File: src/rtl/cory_pack2d_if.sv
// Bus bundle for cory_pack2d: frame command, raster pixel stream in,
// packed word stream out. The slave modport is the packer's view, the
// master modport is the view of whatever drives the packer (source/sink).
//   cmd  : i_cmd_v / i_cmd_width / i_cmd_height -> o_cmd_r (frame-done ack)
//   pix  : i_pix_v / i_pix_d -> o_pix_r
//   dout : o_dout_v / o_dout_d / o_dout_l -> i_dout_r
interface cory_pack2d_if #(
  parameter int P = 8,
  parameter int D = 64,
  parameter int R = 11
);
  logic         i_cmd_v;
  logic [R-1:0] i_cmd_width;
  logic [R-1:0] i_cmd_height;
  logic         o_cmd_r;
  logic         i_pix_v;
  logic [P-1:0] i_pix_d;
  logic         o_pix_r;
  logic         o_dout_v;
  logic [D-1:0] o_dout_d;
  logic         o_dout_l;
  logic         i_dout_r;

  modport slave (
    input  i_cmd_v, i_cmd_width, i_cmd_height, i_pix_v, i_pix_d, i_dout_r,
    output o_cmd_r, o_pix_r, o_dout_v, o_dout_d, o_dout_l
  );

  modport master (
    output i_cmd_v, i_cmd_width, i_cmd_height, i_pix_v, i_pix_d, i_dout_r,
    input  o_cmd_r, o_pix_r, o_dout_v, o_dout_d, o_dout_l
  );
endinterface

File: src/rtl/cory_pack2d.sv
// cory_pack2d: packs a raster stream of P-bit pixels into D-bit words,
// line by line, for the 2D write-DMA. Each line ends with a (possibly
// partial, zero-padded) word flagged o_dout_l, so a line always gives
// ceil(width/K) words, K = D/P. Pixel 0 of a word sits in bits [P-1:0].
// Ports:
//   clk   : clock, all state on posedge
//   reset : asynchronous active-high reset, aborts any frame in flight
//   bus   : cory_pack2d_if.slave (command, pixel in, packed word out)
module cory_pack2d #(
  parameter int P = 8,
  parameter int D = 64,
  parameter int R = 11
) (
  input  logic           clk,
  input  logic           reset,
  cory_pack2d_if.slave   bus
);
  localparam int K  = D / P;
  localparam int SW = $clog2(K);

  typedef enum logic [1:0] {IDLE, RUN, DONE} state_t;

  state_t               state, state_nxt;
  logic [R-1:0]         width, height, pix_cnt, line_cnt;
  logic [SW-1:0]        slot;
  logic [K-1:0][P-1:0]  acc, acc_nxt;
  logic                 last_pend;
  logic                 dout_v, dout_l;
  logic [D-1:0]         dout_d;
  logic                 cmd_r, pix_r;
  logic                 hs_p, hs_d, eol, last_line, close;

  assign pix_r     = (state == RUN) & ~last_pend & (~dout_v | bus.i_dout_r);
  assign hs_p      = bus.i_pix_v & pix_r;
  assign hs_d      = dout_v & bus.i_dout_r;
  assign eol       = (pix_cnt == width - R'(1));
  assign last_line = (line_cnt == height - R'(1));
  assign close     = (slot == SW'(K - 1)) | eol;

  // Slot 0 opens a word: start from all-zero so unwritten slots of a
  // short last word come out as zero padding.
  always_comb begin
    acc_nxt       = (slot == '0) ? '0 : acc;
    acc_nxt[slot] = bus.i_pix_d;
  end

  always_ff @(posedge clk or posedge reset) begin
    if (reset) state <= IDLE;
    else       state <= state_nxt;
  end

  always_comb begin
    state_nxt = state;
    cmd_r     = 1'b0;
    case (state)
      IDLE: if (bus.i_cmd_v)
              state_nxt = (bus.i_cmd_width == '0 || bus.i_cmd_height == '0) ? DONE : RUN;
      // Output handshake with last_pend set can only be the frame's final word.
      RUN:  if (last_pend & hs_d) state_nxt = DONE;
      DONE: begin
        cmd_r     = bus.i_cmd_v;
        state_nxt = IDLE;
      end
      default: state_nxt = IDLE;
    endcase
  end

  always_ff @(posedge clk or posedge reset) begin
    if (reset) begin
      width     <= '0;
      height    <= '0;
      pix_cnt   <= '0;
      line_cnt  <= '0;
      slot      <= '0;
      acc       <= '0;
      last_pend <= 1'b0;
      dout_v    <= 1'b0;
      dout_l    <= 1'b0;
      dout_d    <= '0;
    end else begin
      if (state == IDLE && bus.i_cmd_v) begin
        width     <= bus.i_cmd_width;
        height    <= bus.i_cmd_height;
        pix_cnt   <= '0;
        line_cnt  <= '0;
        slot      <= '0;
        last_pend <= 1'b0;
      end
      if (state == DONE) last_pend <= 1'b0;

      if (hs_p) begin
        acc  <= acc_nxt;
        slot <= close ? '0 : slot + SW'(1);
        if (eol) begin
          pix_cnt  <= '0;
          line_cnt <= line_cnt + R'(1);
          if (last_line) last_pend <= 1'b1;
        end else begin
          pix_cnt <= pix_cnt + R'(1);
        end
      end

      // hs_p implies the output register is empty or draining this cycle,
      // so a closing pixel may overwrite it directly.
      if (hs_p && close) begin
        dout_v <= 1'b1;
        dout_d <= acc_nxt;
        dout_l <= eol;
      end else if (hs_d) begin
        dout_v <= 1'b0;
        dout_l <= 1'b0;
      end
    end
  end

  assign bus.o_cmd_r  = cmd_r;
  assign bus.o_pix_r  = pix_r;
  assign bus.o_dout_v = dout_v;
  assign bus.o_dout_d = dout_d;
  assign bus.o_dout_l = dout_l;
endmodule

File: src/flat_wrapper.sv
// flat-port wrapper written by rule: the top's interface ports become plain ports
module cory_pack2d_flat 
#(
  parameter int P = 8,
  parameter int D = 64,
  parameter int R = 11
)
  (clk, reset, bus_i_cmd_v, bus_i_cmd_width, bus_i_cmd_height, bus_i_pix_v, bus_i_pix_d, bus_i_dout_r, bus_o_cmd_r, bus_o_pix_r, bus_o_dout_v, bus_o_dout_d, bus_o_dout_l);
  cory_pack2d_if #(.P(P), .D(D), .R(R)) bus_i ();
  input  logic clk;
  input  logic reset;
  input wire logic [$bits(bus_i.i_cmd_v)-1:0] bus_i_cmd_v;
  input wire logic [$bits(bus_i.i_cmd_width)-1:0] bus_i_cmd_width;
  input wire logic [$bits(bus_i.i_cmd_height)-1:0] bus_i_cmd_height;
  input wire logic [$bits(bus_i.i_pix_v)-1:0] bus_i_pix_v;
  input wire logic [$bits(bus_i.i_pix_d)-1:0] bus_i_pix_d;
  input wire logic [$bits(bus_i.i_dout_r)-1:0] bus_i_dout_r;
  output wire logic [$bits(bus_i.o_cmd_r)-1:0] bus_o_cmd_r;
  output wire logic [$bits(bus_i.o_pix_r)-1:0] bus_o_pix_r;
  output wire logic [$bits(bus_i.o_dout_v)-1:0] bus_o_dout_v;
  output wire logic [$bits(bus_i.o_dout_d)-1:0] bus_o_dout_d;
  output wire logic [$bits(bus_i.o_dout_l)-1:0] bus_o_dout_l;
  assign bus_i.i_cmd_v = bus_i_cmd_v;
  assign bus_i.i_cmd_width = bus_i_cmd_width;
  assign bus_i.i_cmd_height = bus_i_cmd_height;
  assign bus_i.i_pix_v = bus_i_pix_v;
  assign bus_i.i_pix_d = bus_i_pix_d;
  assign bus_i.i_dout_r = bus_i_dout_r;
  assign bus_o_cmd_r = bus_i.o_cmd_r;
  assign bus_o_pix_r = bus_i.o_pix_r;
  assign bus_o_dout_v = bus_i.o_dout_v;
  assign bus_o_dout_d = bus_i.o_dout_d;
  assign bus_o_dout_l = bus_i.o_dout_l;
  cory_pack2d #(.P(P), .D(D), .R(R)) u_core (.clk(clk), .reset(reset), .bus(bus_i));
endmodule
File: config.mk
export PLATFORM = sky130hd
export DESIGN_NAME = cory_pack2d_flat
export DESIGN_NICKNAME = d
export VERILOG_FILES = /design/src/rtl/cory_pack2d_if.sv /design/src/rtl/cory_pack2d.sv /design/src/flat_wrapper.sv
export SDC_FILE = /design/constraint.sdc
export NUM_CORES = 1
export LEC_CHECK = 0
export ABC_AREA = 1
export BUFFER_PORTS_ARGS = -buffer_cell sky130_fd_sc_hd__buf_4
export CAP_MARGIN = 10
export CORE_ASPECT_RATIO = 0.7
export CORE_MARGIN = 10
export CORE_UTILIZATION = 35
export DETAILED_ROUTE_END_ITERATION = 6
export GPL_ROUTABILITY_DRIVEN = 0
export PLACE_DENSITY = 0.59
export SYNTH_ARGS = -nofsm -noshare
export SYNTH_HDL_FRONTEND = slang
export SYNTH_SLANG_ARGS = --single-unit
File: constraint.sdc
create_clock -name clk -period 6.4 [get_ports clk]
set_clock_uncertainty 0.1 [all_clocks]
set_input_delay 1.28 -clock clk [delete_from_list [all_inputs] [get_ports clk]]
set_output_delay 1.28 -clock clk [all_outputs]
set_load 0.005 [all_outputs]
==> impl_metrics.json <==
{
  "vias_per_cell": 4.93,
  "final_util_pct": 41.4,
  "dieArea_um2": 32700,
  "cpMostUsedCell": "nand2_1",
  "coreArea_um2": 25600,
  "max_freq_ghz": 0.259,
  "powerDensity_nw_per_um2": 413,
  "grt_pass1_vias": 7621,
  "holdWs_ps": 381,
  "wl_per_cell_um": 15.4,
  "yosysWarnings": 0,
  "hold_path.class": "flop to flop",
  "avgSynthCellArea_um2": 7.63,
  "status": "finished, final reports clean",
  "wirelength_mm": 24.6,
  "ir_worst_vdd_v": 0.000204,
  "drc_errors": 0,
  "cts.sinks": 180,
  "nets": 1298,
  "tns_ps": 0,
  "ios": 103,
  "synth_xor_xnor_area_share_pct": 3.27,
  "cp.required_ps": 6610,
  "initial_utilization_pct": 35.3,
  "grtUsageTotal_pct": 15.1,
  "yosys.area_share.simple_pct": 32.8,
  "grt_max_degree": 103,
  "fin_crit_sh_pct": 60.3,
  "drt_iter0_markers": 715,
  "diodes": 0,
  "synth_fa_ha_area_share_pct": 0.970,
  "grt-ovfl-total": 0,
  "synthMuxAreaShare_pct": 0,
  "synth_compound_area_share_pct": 6.47,
  "vias": 7892,
  "finalNonFillerCells": 1600,
  "holdBufCountCts": 0,
  "grt_pass1_wl_mm": 40.7,
  "rsz0062_at_grt": "false",
  "clkTransAtPathRegs_ps": 70,
  "cts_buffers": 17,
  "path_class": "flop to flop",
  "ys_seq_area_share_pct": 49.9,
  "finalCriticalPeriod_ps": 3860,
  "antenna_found_initial": 0,
  "cts_root_buf": "clkbuf_16",
  "cts_tree": "built",
  "path_max_fanout": 68,
  "slew_viol_final": 0,
  "dp_cells": 1568,
  "cap_violations": 0,
  "firstDrtPassIters": 5,
  "ys_types": 31,
  "synthCells": 1183,
  "power_leakage_uw": 0.00565,
  "syn_nets": 1225,
  "start_kind": "flop",
  "port_buffers": 102,
  "cts_buffer_depth": 2,
  "crit_path_max_incr_delay_ps": 720,
  "finalSetupViolations": 0,
  "ys_seq_elements": 180,
  "dpl.hpwl_mm": 16.4,
  "antenna_left": 0,
  "layout-drive-gt1-share_pct": 12.5,
  "cts_resized": 0,
  "clk_latency_ps": 430,
  "synth_top_family_by_area": "simple AND/OR/NAND/NOR gates",
  "cp_cell_sequence": "inv_1 -> ha_1 -> inv_1 -> nor2_1 -> nand3_1 -> nand2_1 -> nand2_1 -> nand2_1 -> nand2_1 -> nor2_1 -> nand3_2 -> nand2_2 -> buf_4 -> nand2_2 -> buf_4 -> nand2_1 -> nand2_1",
  "chipHeight_um": 154,
  "ctsHtreeMaxLevel": 4,
  "post_cts_buffers": 0,
  "die_w_um": 212,
  "netlist_area_um2": 9030,
  "area_delta_synth_final_pct": 17.3,
  "arrival_ps": 4070,
  "slowest_stage": "nand2_2",
  "rows": 49,
  "relSlewSlack_pct": 40.9,
  "finalHoldViolCount": 0,
  "crit_path_end_kind": "flop",
  "tightest_slew_ps": 887
}
cell usage in the layout (no fill, tap or decap), drive strengths merged, types with 2 or more instances in the layout:
cell type	count
ha	7
clkinv	3
xor2	22
dfrtp	180
o21ai	97
nand3b	2
nand3	177
nand4	7
buf	111
clkbuf	17
nor3	4
nor2	50
xnor2	9
clkinvlp	4
o22ai	10
inv	92
nand2	470
sequential cells by signal, indices dropped and copies added, names as in the netlist:
name	flops
u_core.bus.o_dout_l	1
u_core.slot	3
u_core.bus.o_dout_v	1
u_core.line_cnt	11
u_core.pix_cnt	11
u_core.last_pend	1
u_core.width	11
u_core.bus.o_dout_d	64
u_core.acc	64
u_core.state	2
u_core.height	11
cells in the mapped netlist:
library cell | n | area (um^2)
nand2_1 | 467 | 1750
dfrtp_1 | 180 | 4500
nand3_1 | 176 | 881
o21ai_0 | 96 | 480
inv_1 | 82 | 308
nor2_1 | 46 | 173
clkbuf_1 | 35 | 131
xor2_1 | 22 | 193
buf_2 | 13 | 65.1
o22ai_1 | 10 | 62.6
xnor2_1 | 9 | 78.8
ha_1 | 7 | 87.6
nand4_1 | 7 | 43.8
buf_4 | 5 | 37.5
buf_6 | 4 | 45.0
nor3_1 | 4 | 20.0
nor2_4 | 3 | 33.8
inv_2 | 2 | 7.51
nand2_2 | 2 | 12.5
nand3b_1 | 2 | 15.0
a21boi_0 | 1 | 7.51
a21oi_1 | 1 | 5.00
nand2_4 | 1 | 11.3
nand3_2 | 1 | 10.0
nor2_2 | 1 | 6.26
o211ai_1 | 1 | 7.51
o21ai_1 | 1 | 5.00
o31ai_1 | 1 | 7.51
o32ai_1 | 1 | 8.76
or2_2 | 1 | 6.26
xor3_1 | 1 | 23.8
critical path: cells and delay by family, from the launching register on:
kind / cells / cell delay [ps]
flops: 1 / 410
simple gates: 12 / 1700
fa+ha+maj: 1 / 250
buf+inv: 4 / 1260
through the flow:
stage	total power (uW)	cell area [um^2]	setup slack, ps
after CTS	4400	10600	2530
after floorplan	2880	9030	133
after global placement	3320	10000	2690
final	4370	10600	2540
after global routing	4740	10600	2130
after detailed placement	3360	10000	2570
final timing paths:
path                                    startpoint                 endpoint  slack [ps]  cells after the start
max                                u_core.width[0]  u_core.bus.o_dout_d[38]        2540                     17
min                        u_core.bus.o_dout_d[23]  u_core.bus.o_dout_d[23]         380                      2
max reg2reg                        u_core.width[0]  u_core.bus.o_dout_d[38]        2540                     17
min reg2reg                u_core.bus.o_dout_d[23]  u_core.bus.o_dout_d[23]         380                      2
max in group asynchronous                    reset           u_core.acc[14]        4330                      3
min in group asynchronous                    reset         u_core.height[3]         860                      2
layer usage:
| metal | wire length, um | up-vias | global-route usage (%) |
|---|---|---|---|
| li1 | - | 3932 | - |
| met1 | 12600 | 3767 | 22.5 |
| met3 | 1260 | 11 | 3.13 |
| met2 | 10600 | 182 | 21.8 |
| met5 | 0 | - | 0 |
| met4 | 116 | 0 | 3.35 |
kinds of logic (layout without fill, tap and decap cells):
| group | count (synthesis) | count (layout) |
|---|---|---|
| AO/OA/AOI/OAI | 112 | 112 |
| adder cells (fa/ha/maj) | 7 | 7 |
| AND/OR/NAND/NOR | 711 | 711 |
| XOR/XNOR | 32 | 32 |
| flip-flops | 180 | 180 |
| buffers and inverters | 141 | 227 |
power by group:
part	total (uW)	leakage [uW]	internal, uW	switching (uW)
registers	1740	0.00244	1470	262
logic	1610	0.00295	557	1050
clock network	1020	0.000267	516	507
area by class of cell:
cell class / count / area, um^2
fill: 2543 / 15000
sequential: 180 / 4500
multi-input combinational: 862 / 3940
timing repair buffer: 111 / 846
clock buffer: 17 / 425
tap: 331 / 414
inverter: 84 / 323
clock inverter: 15 / 140
Power figures use the tool's default switching activity.
